## config.mk

```make
export PLATFORM = sky130hd
export DESIGN_NAME = sd_dat_block_rx
export DESIGN_NICKNAME = d
export VERILOG_FILES = /design/src/rtl/sd_dat_block_rx.sv
export SDC_FILE = /design/constraint.sdc
export NUM_CORES = 2
export LEC_CHECK = 0
export ABC_AREA = 0
export BUFFER_PORTS_ARGS = -buffer_cell sky130_fd_sc_hd__buf_2
export CORE_UTILIZATION = 65
export DETAILED_ROUTE_END_ITERATION = 8
export PLACE_DENSITY_LB_ADDON = 0.1
export SETUP_SLACK_MARGIN = 0.02
export SYNTH_ARGS = -nofsm -noshare
export SYNTH_HDL_FRONTEND = slang
export SYNTH_SLANG_ARGS = --single-unit
export TNS_END_PERCENT = 50
```

## constraint.sdc

```tcl
create_clock -name clk -period 14.9 [get_ports clk]
set_input_delay 4.47 -clock clk [delete_from_list [all_inputs] [get_ports clk]]
set_output_delay 4.47 -clock clk [all_outputs]
set_load 0.01 [all_outputs]
```

## src/rtl/sd_dat_block_rx.sv

```systemverilog
// ---------------------------------------------------------------------------
// sd_dat_block_rx
//
// Receives one SD 4-bit data block from the card. The block drives sd_clk,
// waits for the start bit, assembles nibbles into 32-bit little-endian words,
// checks the end bit (and, optionally, the per-line CRC16), and queues the
// words in a FIFO that the CPU drains over an Avalon-MM slave port.
//
// Optional feature macro: SD_DAT_RX_CRC_EN
//   defined   - one CRC16-CCITT generator per DAT line; a CRC mismatch or a
//               bad end bit sets crc_err.
//   undefined - no CRC logic; the 16 CRC ticks are still consumed and only
//               a bad end bit sets crc_err.
//
// Parameters
//   CLK_DIV     half-period of sd_clk in clk cycles (>= 2)
//   FIFO_DEPTH  receive FIFO depth in 32-bit words (power of two)
//
// Ports
//   clk, reset_n        system clock, asynchronous active-low reset
//   address[1:0]        0 DATA, 1 CTRL/STATUS, 2 BLKLEN, 3 TIMEOUT
//   chipselect, read    read strobe; a DATA read pops the FIFO
//   write_n, writedata  active-low write strobe and data
//   readdata            registered read data (1 clk latency)
//   sd_clk              SD clock to the card, low while idle
//   dat_in[3:0]         SD DAT lines, asynchronous to clk
//   irq                 level interrupt, done & irq_en
// ---------------------------------------------------------------------------
module sd_dat_block_rx #(
  parameter int CLK_DIV    = 4,
  parameter int FIFO_DEPTH = 128
) (
  input  logic        clk,
  input  logic        reset_n,
  input  logic [1:0]  address,
  input  logic        chipselect,
  input  logic        read,
  input  logic        write_n,
  input  logic [31:0] writedata,
  output logic [31:0] readdata,
  output logic        sd_clk,
  input  logic [3:0]  dat_in,
  output logic        irq
);

  localparam int AW = $clog2(FIFO_DEPTH);
  localparam int LW = AW + 1;
  localparam int DW = (CLK_DIV > 1) ? $clog2(CLK_DIV) : 1;

  typedef enum logic [2:0] {
    S_IDLE, S_WAIT_START, S_DATA, S_CRC, S_END, S_DONE
  } state_t;

  // Bus decode
  logic wr_en, ctrl_wr, start_req, flush_req, pop_req;
  assign wr_en     = chipselect & ~write_n;
  assign ctrl_wr   = wr_en & (address == 2'd1);
  assign start_req = ctrl_wr & writedata[0];
  assign flush_req = ctrl_wr & writedata[2];
  assign pop_req   = chipselect & read & (address == 2'd0);

  logic unused_bits;
  assign unused_bits = ^writedata[31:24];

  // DAT synchronizer; idle lines are high
  logic [3:0] dat_s1_reg, dat_s2_reg;
  always_ff @(posedge clk or negedge reset_n) begin
    if (!reset_n) begin
      dat_s1_reg <= 4'hF;
      dat_s2_reg <= 4'hF;
    end else begin
      dat_s1_reg <= dat_in;
      dat_s2_reg <= dat_s1_reg;
    end
  end

  state_t      state_reg;
  logic        busy_reg, done_reg, crc_err_reg, timeout_reg, overrun_reg, irq_en_reg;
  logic [11:0] blklen_cfg_reg;
  logic [23:0] timeout_cfg_reg;

  // sd_clk divider; the tick is the cycle whose edge drives sd_clk 0->1
  logic [DW-1:0] div_cnt_reg;
  logic          tick;
  assign tick = busy_reg & ~sd_clk & (div_cnt_reg == DW'(CLK_DIV - 1));

  always_ff @(posedge clk or negedge reset_n) begin
    if (!reset_n) begin
      div_cnt_reg <= '0;
      sd_clk      <= 1'b0;
    end else if (!busy_reg) begin
      div_cnt_reg <= '0;
      sd_clk      <= 1'b0;
    end else if (div_cnt_reg == DW'(CLK_DIV - 1)) begin
      div_cnt_reg <= '0;
      sd_clk      <= ~sd_clk;
    end else begin
      div_cnt_reg <= div_cnt_reg + DW'(1);
    end
  end

  // Word assembly: nibble k lands at bit 8*(k/2) + (k even ? 4 : 0)
  logic [23:0] tick_cnt_reg;
  logic [9:0]  word_left_reg;
  logic [2:0]  nib_idx_reg;
  logic [3:0]  crc_cnt_reg;
  logic [31:0] word_asm_reg, word_ins, push_data_reg;
  logic        push_reg;
  logic [4:0]  nib_off;
  assign nib_off = {nib_idx_reg[2:1], ~nib_idx_reg[0], 2'b00};

  always_comb begin
    word_ins = word_asm_reg;
    word_ins[nib_off +: 4] = dat_s2_reg;
  end

`ifdef SD_DAT_RX_CRC_EN
  logic [15:0] crc_reg  [4];
  logic [15:0] crc_next [4];
  logic [3:0]  crc_msb;
  generate
    for (genvar gi = 0; gi < 4; gi++) begin : g_crc
      logic fb;
      assign fb           = crc_reg[gi][15] ^ dat_s2_reg[gi];
      assign crc_next[gi] = {crc_reg[gi][14:0], 1'b0} ^ (fb ? 16'h1021 : 16'h0000);
      assign crc_msb[gi]  = crc_reg[gi][15];
    end
  endgenerate
`endif

  always_ff @(posedge clk or negedge reset_n) begin
    if (!reset_n) begin
      state_reg       <= S_IDLE;
      busy_reg        <= 1'b0;
      done_reg        <= 1'b0;
      crc_err_reg     <= 1'b0;
      timeout_reg     <= 1'b0;
      irq_en_reg      <= 1'b0;
      blklen_cfg_reg  <= 12'd512;
      timeout_cfg_reg <= 24'hFFFFFF;
      tick_cnt_reg    <= '0;
      word_left_reg   <= '0;
      nib_idx_reg     <= '0;
      crc_cnt_reg     <= '0;
      word_asm_reg    <= '0;
      push_data_reg   <= '0;
      push_reg        <= 1'b0;
`ifdef SD_DAT_RX_CRC_EN
      for (int i = 0; i < 4; i++) crc_reg[i] <= '0;
`endif
    end else begin
      push_reg <= 1'b0;
      if (wr_en && address == 2'd2) blklen_cfg_reg <= {writedata[11:2], 2'b00};
      if (wr_en && address == 2'd3) timeout_cfg_reg <= writedata[23:0];
      if (ctrl_wr) irq_en_reg <= writedata[1];

      case (state_reg)
        S_IDLE: begin
          if (start_req) begin
            state_reg     <= S_WAIT_START;
            busy_reg      <= 1'b1;
            done_reg      <= 1'b0;
            tick_cnt_reg  <= timeout_cfg_reg;
            word_left_reg <= blklen_cfg_reg[11:2];
            nib_idx_reg   <= '0;
            crc_cnt_reg   <= '0;
`ifdef SD_DAT_RX_CRC_EN
            for (int i = 0; i < 4; i++) crc_reg[i] <= '0;
`endif
          end
        end
        S_WAIT_START: begin
          if (tick) begin
            if (dat_s2_reg == 4'h0) begin
              state_reg <= S_DATA;
            end else if (tick_cnt_reg <= 24'd1) begin
              // The tick that would bring the counter to zero expires the wait
              timeout_reg <= 1'b1;
              state_reg   <= S_DONE;
            end else begin
              tick_cnt_reg <= tick_cnt_reg - 24'd1;
            end
          end
        end
        S_DATA: begin
          if (tick) begin
            word_asm_reg <= word_ins;
            nib_idx_reg  <= nib_idx_reg + 3'd1;
`ifdef SD_DAT_RX_CRC_EN
            for (int i = 0; i < 4; i++) crc_reg[i] <= crc_next[i];
`endif
            if (nib_idx_reg == 3'd7) begin
              push_reg      <= 1'b1;
              push_data_reg <= word_ins;
              word_left_reg <= word_left_reg - 10'd1;
              if (word_left_reg == 10'd1) state_reg <= S_CRC;
            end
          end
        end
        S_CRC: begin
          if (tick) begin
`ifdef SD_DAT_RX_CRC_EN
            if ((dat_s2_reg ^ crc_msb) != 4'h0) crc_err_reg <= 1'b1;
            for (int i = 0; i < 4; i++) crc_reg[i] <= {crc_reg[i][14:0], 1'b0};
`endif
            crc_cnt_reg <= crc_cnt_reg + 4'd1;
            if (crc_cnt_reg == 4'd15) state_reg <= S_END;
          end
        end
        S_END: begin
          if (tick) begin
            if (dat_s2_reg != 4'hF) crc_err_reg <= 1'b1;
            state_reg <= S_DONE;
          end
        end
        S_DONE: begin
          done_reg  <= 1'b1;
          busy_reg  <= 1'b0;
          state_reg <= S_IDLE;
        end
        default: state_reg <= S_IDLE;
      endcase

      // Flush clears the sticky flags; while a block is running it also aborts it
      if (flush_req) begin
        done_reg    <= 1'b0;
        crc_err_reg <= 1'b0;
        timeout_reg <= 1'b0;
        if (state_reg != S_IDLE) begin
          state_reg <= S_IDLE;
          busy_reg  <= 1'b0;
          push_reg  <= 1'b0;
        end
      end
    end
  end

  // Receive FIFO; pointers carry one extra bit so full and empty differ
  logic [31:0] mem [FIFO_DEPTH];
  logic [AW:0] wr_ptr_reg, rd_ptr_reg;
  logic [LW-1:0] level;
  logic full, empty, pop, push_ok;
  assign level   = wr_ptr_reg - rd_ptr_reg;
  assign full    = (level == LW'(FIFO_DEPTH));
  assign empty   = (level == '0);
  assign pop     = pop_req & ~empty;
  assign push_ok = push_reg & (~full | pop);

  always_ff @(posedge clk) begin
    if (push_ok) mem[wr_ptr_reg[AW-1:0]] <= push_data_reg;
  end

  always_ff @(posedge clk or negedge reset_n) begin
    if (!reset_n) begin
      wr_ptr_reg  <= '0;
      rd_ptr_reg  <= '0;
      overrun_reg <= 1'b0;
    end else if (flush_req) begin
      wr_ptr_reg  <= '0;
      rd_ptr_reg  <= '0;
      overrun_reg <= 1'b0;
    end else begin
      if (push_ok) wr_ptr_reg <= wr_ptr_reg + 1'b1;
      if (push_reg && !push_ok) overrun_reg <= 1'b1;
      if (pop) rd_ptr_reg <= rd_ptr_reg + 1'b1;
    end
  end

  // Read data is registered from the address decode every cycle
  logic [31:0] status;
  assign status = {8'h00, 16'(level), 2'b00, irq_en_reg, overrun_reg,
                   timeout_reg, crc_err_reg, done_reg, busy_reg};

  always_ff @(posedge clk or negedge reset_n) begin
    if (!reset_n) begin
      readdata <= '0;
    end else begin
      case (address)
        2'd0:    readdata <= empty ? 32'd0 : mem[rd_ptr_reg[AW-1:0]];
        2'd1:    readdata <= status;
        2'd2:    readdata <= {20'd0, blklen_cfg_reg};
        default: readdata <= {8'd0, timeout_cfg_reg};
      endcase
    end
  end

  assign irq = done_reg & irq_en_reg;

endmodule

```

# Word-level counts from Yosys, hierarchy flattened
# Memories as Yosys holds them, arrays and structs flattened.
# Cells that the tools add are included.
# totals
out_inout_bits	34
ram_bits	4096
reg_bits	208
elab_cells	171
mem_bits_ro	0
mem_count	1
in_bits	43
latchBits	0
# classes
mux	64
n_lt_le_gt_ge	1
add_sub_neg	9
n_div	0
multipliers	0
eq_ne	24
n_reduce_logical	30
bitwise_logic	17
shift	2
# memory_table
memory	depth	width	read_ports	rd_ports_with_merged_regs	wr	line_no	source
mem	128	32	1	0	1	239	logic [31:0] mem [FIFO_DEPTH];
# op_table
cell	count
24-bit 2-to-1 mux	4
32-bit case mux with 3 select lines	1
24-bit case mux with 2 select lines	1
3-bit 2-to-1 mux	14
32-bit bitwise mux	1
32-bit 2-to-1 mux	1
8-bit 2-to-1 mux	4
4-bit by 7-bit variable shift with 32-bit output (first input constant)	1
4-bit by 7-bit indexed part select with 32-bit output	1
10-bit 2-to-1 mux	3
1-bit 2-to-1 mux	25
24-bit by 1-bit less-or-equal comparator with 1-bit output (second input constant)	1
24-bit by 1-bit subtractor with 24-bit output (second input constant)	1
2-bit nonzero test	11
10-bit case mux with 2 select lines	1
8-bit by 1-bit adder with 8-bit output (second input constant)	2
2-bit inequality test (second input constant)	8
3-bit case mux with 5 select lines	1
3-bit AND reduction	4
1-bit AND	11
10-bit by 1-bit == test with 1-bit output (second input constant)	1
10-bit by 1-bit subtractor with 10-bit output (second input constant)	1
3-bit == test (second input constant)	3
8-bit == test (second input constant)	1
other kinds (30)	45

# Logic depth before layout (Yosys ltp)
# logic_depth
depth_word	10
mapped_depth	17
depth_no_buf	11

# Worst setup path after synthesis
# OpenSTA, ideal clock, no wires.
# synth_timing
path_type	in2reg
startpoint	in address[1]
endpoint	mem mem[60][0], enable pin
required_time_ns	14.387
t_arrival_ns	8.654
stages	6
path_buffers	1
path_slack_ns	5.733
setup_ns	0.513
path_cell_list	clkbuf_1 > nor2_1 > and3_1 > a21o_1 > o21ai_1 > nor4b_1
# synth_via
elab_chain_cells	7
# synth_lines
element	line_no	source
start, declared	35	input logic [1:0] address,
2-bit logical NOT	60	assign pop_req = chipselect & read & (address == 2'd0);
1-bit AND	60	
1-bit AND	246	assign pop = pop_req & ~empty;
1-bit bitwise OR	247	assign push_ok = push_reg & (~full | pop);
1-bit AND	247	
1-bit 2-to-1 mux	250	if (push_ok) mem[wr_ptr_reg[AW-1:0]] <= push_data_reg;
1-bit 2-to-1 mux (not written as such)	250	
end, declared	239	
# Every way passes these cells.

# Worst setup path after layout
# layout_timing
startpoint	in address[1]
endpoint	mem mem[58][26], enable pin
# The elaborated chain is that of the path after synthesis.

==> summary.txt <==
Synth
  • Synth unique cells: 85
  • Post-synthesis sequential area ratio: between 70% and 80%
  • Post-synth top flop: edfxtp_1
  • Most frequent cell after synthesis: edfxtp_1
  • Syn_area_per_cell: around 22 µm²
  • Leading area contributor after synthesis: edfxtp_1
  • Fraction of registers with async set/reset: under 10%
  • Synth Instances: between 7000 and 8000
  • Cell Area, Synth: between 150000 and 200000 µm²
  • Yosys reg bits: roughly 4300
  • Number of synthesized flops with an enable pin: slightly above 4000
  • Ys Warns: 0
  • Post-synthesis net count: between 7000 and 8000
  • Top cell type's share of synthesized area: about three quarters
  • Post-synth top cells: edfxtp_1 (4096), mux4_2 (1060), clkbuf_1 (233)
  • Synth top area cells: edfxtp_1 (74%), mux4_2 (14%), dfrtp_1 (2.6%)

Routing
  • DR DRC count: 0
  • Drt pass-1 iters: 8
  • Avg WL per Cell: approximately 40 µm
  • Via-to-Cell Ratio: ~7.3
  • Initial DRC count: 14127
  • ANT nets after route: 0
  • Vias: 85036
  • Post-Route WL: about 450 mm

GRT
  • Grt total ovfl: 0
  • Total global-route track usage: between 30% and 40%
  • Number of antenna violations at the first check in global routing: 24
  • Largest net degree at the start of global routing: between 100 and 150
  • Met3 usage: roughly 11%
  • Grt met1 use: between 40% and 50%
  • GRT met2 Usage: between 50% and 60%
  • Vias in the first global route: around 84000
  • Most used routing layer: met2
  • Global-route wire length before repair: ~630 mm

Power and ir drop
  • Internal power: roughly 22000 µW
  • LEAKAGE: roughly 0.067 µW
  • Combinational Power Share: 19.1%
  • Sw frac: between 20% and 30%
  • NetSw: between 8000 and 9000 µW
  • Seq pwr share: a little under half
  • Overall power: ~30000 µW
  • Peak VDD IR: approximately 0.00015 V
  • Total power per unit cell area: 162.9 nW/µm²
  • Power share of the clock group: roughly a third

CTS
  • CTS Buf Count: 419
  • Post-CTS Setup Inserts: 0
  • Clk pin slew, worst setup/hold paths: about 0.06 ns
  • Clk sink count: between 4000 and 5000
  • Post-cts sizing count: 0
  • CTS Buffer Depth: 4
  • CTS tree: yes
  • Hold_buf cts: 0
  • Clock Latency Late Sink: roughly 0.95 ns
  • H-tree levels: 5
  • CTS Root Buffer Type: clkbuf_16

Timing
  • Worst Skew: approximately 0.074 ns
  • Worst slew margin: -10.14%
  • Setup TNS Final: 0 ns
  • Minimum clock period: ~7.2 ns
  • Final hold violations: 0
  • F_max: between 100 and 150 MHz
  • Actual slew at the worst max-slew pin: around 1.6 ns
  • Final setup fails: 0
  • Post-route clock period utilization: 48.58%
  • Final Slew Violations: 2
  • RSZ-0062 raised after global routing: no

Critical path
  • CP endpoint kind: flop
  • CP Launch Type: input port
  • Data arrival, critical path: between 7 and 8 ns
  • CP startpoint: address[1]
  • Critical path fanouts, max: 74
  • Critical Path RT: between 15 and 20 ns
  • FF-to-FF path depth: 11
  • WS Path Type: in2reg
  • Worst r2r src: rd_ptr_reg[1]

Layout
  • Syn-to-layout area delta: 11.29%
  • Final net count: approximately 8000
  • Seq. cell area: between 100000 and 150000 µm²
  • Area of the multi-input gates: between 30000 and 40000 µm²
  • Number of flip-flops in the largest register: roughly 4000
  • Share of post-route cells with drive strength above 1: between 20% and 30%
  • Filler cell count: 14122

Status
  • Status: complete, but fails checks
  • Violated checks: max-capacitance violations, max-slew violations

Die
  • Core area: 253900 µm²
  • Row count: ~190
  • Die area: around 260000 µm²
  • Initial core utilization: roughly two thirds
  • Die Ht: approximately 510 µm
  • Ports: a little under 80
  • Die W: between 500 and 600 µm

Hold path
  • Hold WC Path Type: reg2reg
  • Hold Crit Start: dat_s1_reg[2]
  • Hold Path Depth: 0

Placement
  • Detailed placer's ending HPWL: ~250 mm
  • # port buffers: between 60 and 70
  • Placer Congestion: 0.9487

Run
  • Max-cap viol count: 1
## cell type report
type | count | area share (%)
tap | 3366 | 2.279
timing repair buffer | 337 | 1.316
antenna | 8 | 0.01083
clock buffer | 521 | 5.977
sequential | 4304 | 69.47
inverter | 22 | 0.04875
multi-input combinational | 2867 | 19.64
clock inverter | 234 | 1.257
## final timing paths
path                                endpoint  slack [ns]
hold reg to reg                dat_s2_reg[2]        0.36
max in group asynchronous  push_data_reg[27]        9.68
hold / removal                 dat_s2_reg[2]        0.36
min in group asynchronous        readdata[5]        3.55
setup / recovery                 mem[58][26]        7.66
setup reg to reg                 readdata[0]        7.99
## critical path, cell delays in order
cell and delay [ns]:
buf_2 0.10, buf_4 0.25, nor2_1 0.23, and3_1 0.24, a21o_1 0.15, o21a_2 0.99, and3_2 1.20
## through the flow
stage	std cells	hold slack, ns	cell area [µm²]	utilization (%)	setup slack, ns
6_report	11659	0.3558	184800	72.77	7.661
5_1_grt	11653	0.3586	184800	72.77	7.554
3_3_place_gp	10895	0.3459	171400	67.50	6.961
2_1_floorplan	7627	0.3452	166000	-	5.733
3_5_place_dp	10895	0.3485	171400	67.50	6.893
4_1_cts	11650	0.3554	184800	72.76	7.844
## metal layers
layer,share of wire (%),vias up
li1,-,32962
met1,35,44801
met2,46,6159
met3,14,1104
met4,4.5,10
met5,0.012,-
## logic make-up (layout without fill, tap and decap cells)
| family | count (synthesis) | after routing | share of synthesized area, % |
|---|---|---|---|
| AO/OA/AOI/OAI | 726 | 726 | 2.995 |
| XOR/XNOR | 6 | 6 | 0.03165 |
| adder cells (fa/ha/maj) | 24 | 24 | 0.1839 |
| buffers and inverters | 456 | 1114 | 1.207 |
| flip-flops | 4304 | 4304 | 77.23 |
| multiplexers | 1306 | 1306 | 15.93 |
| other | 0 | 8 | 0 |
| AND/OR/NAND/NOR | 805 | 805 | 2.420 |
## cells in the final DEF, fill, tap and decap left out, types with 91 or more instances in the layout
master     count
a21oi_1      150
a22oi_1      148
buf_4        263
clkbuf_16    424
clkinv_1      92
dfrtp_1      137
edfxtp_1    4096
mux2_2        91
mux2i_1      155
mux4_2      1060
nand2_1      196
nor2_1       171
o21ai_0       92
## power groups by stage
stage / Clock [µW] / Combinational (µW) / Sequential [µW]
4_1_cts: 10500 / 5670 / 13900
3_3_place_gp: 0 / 5600 / 14200
2_1_floorplan: 0 / 3860 / 14100
3_5_place_dp: 0 / 5640 / 14200
5_1_grt: 10900 / 5980 / 14000
6_report: 10400 / 5740 / 13900
Note: power is estimated with default switching activity, not from simulation.
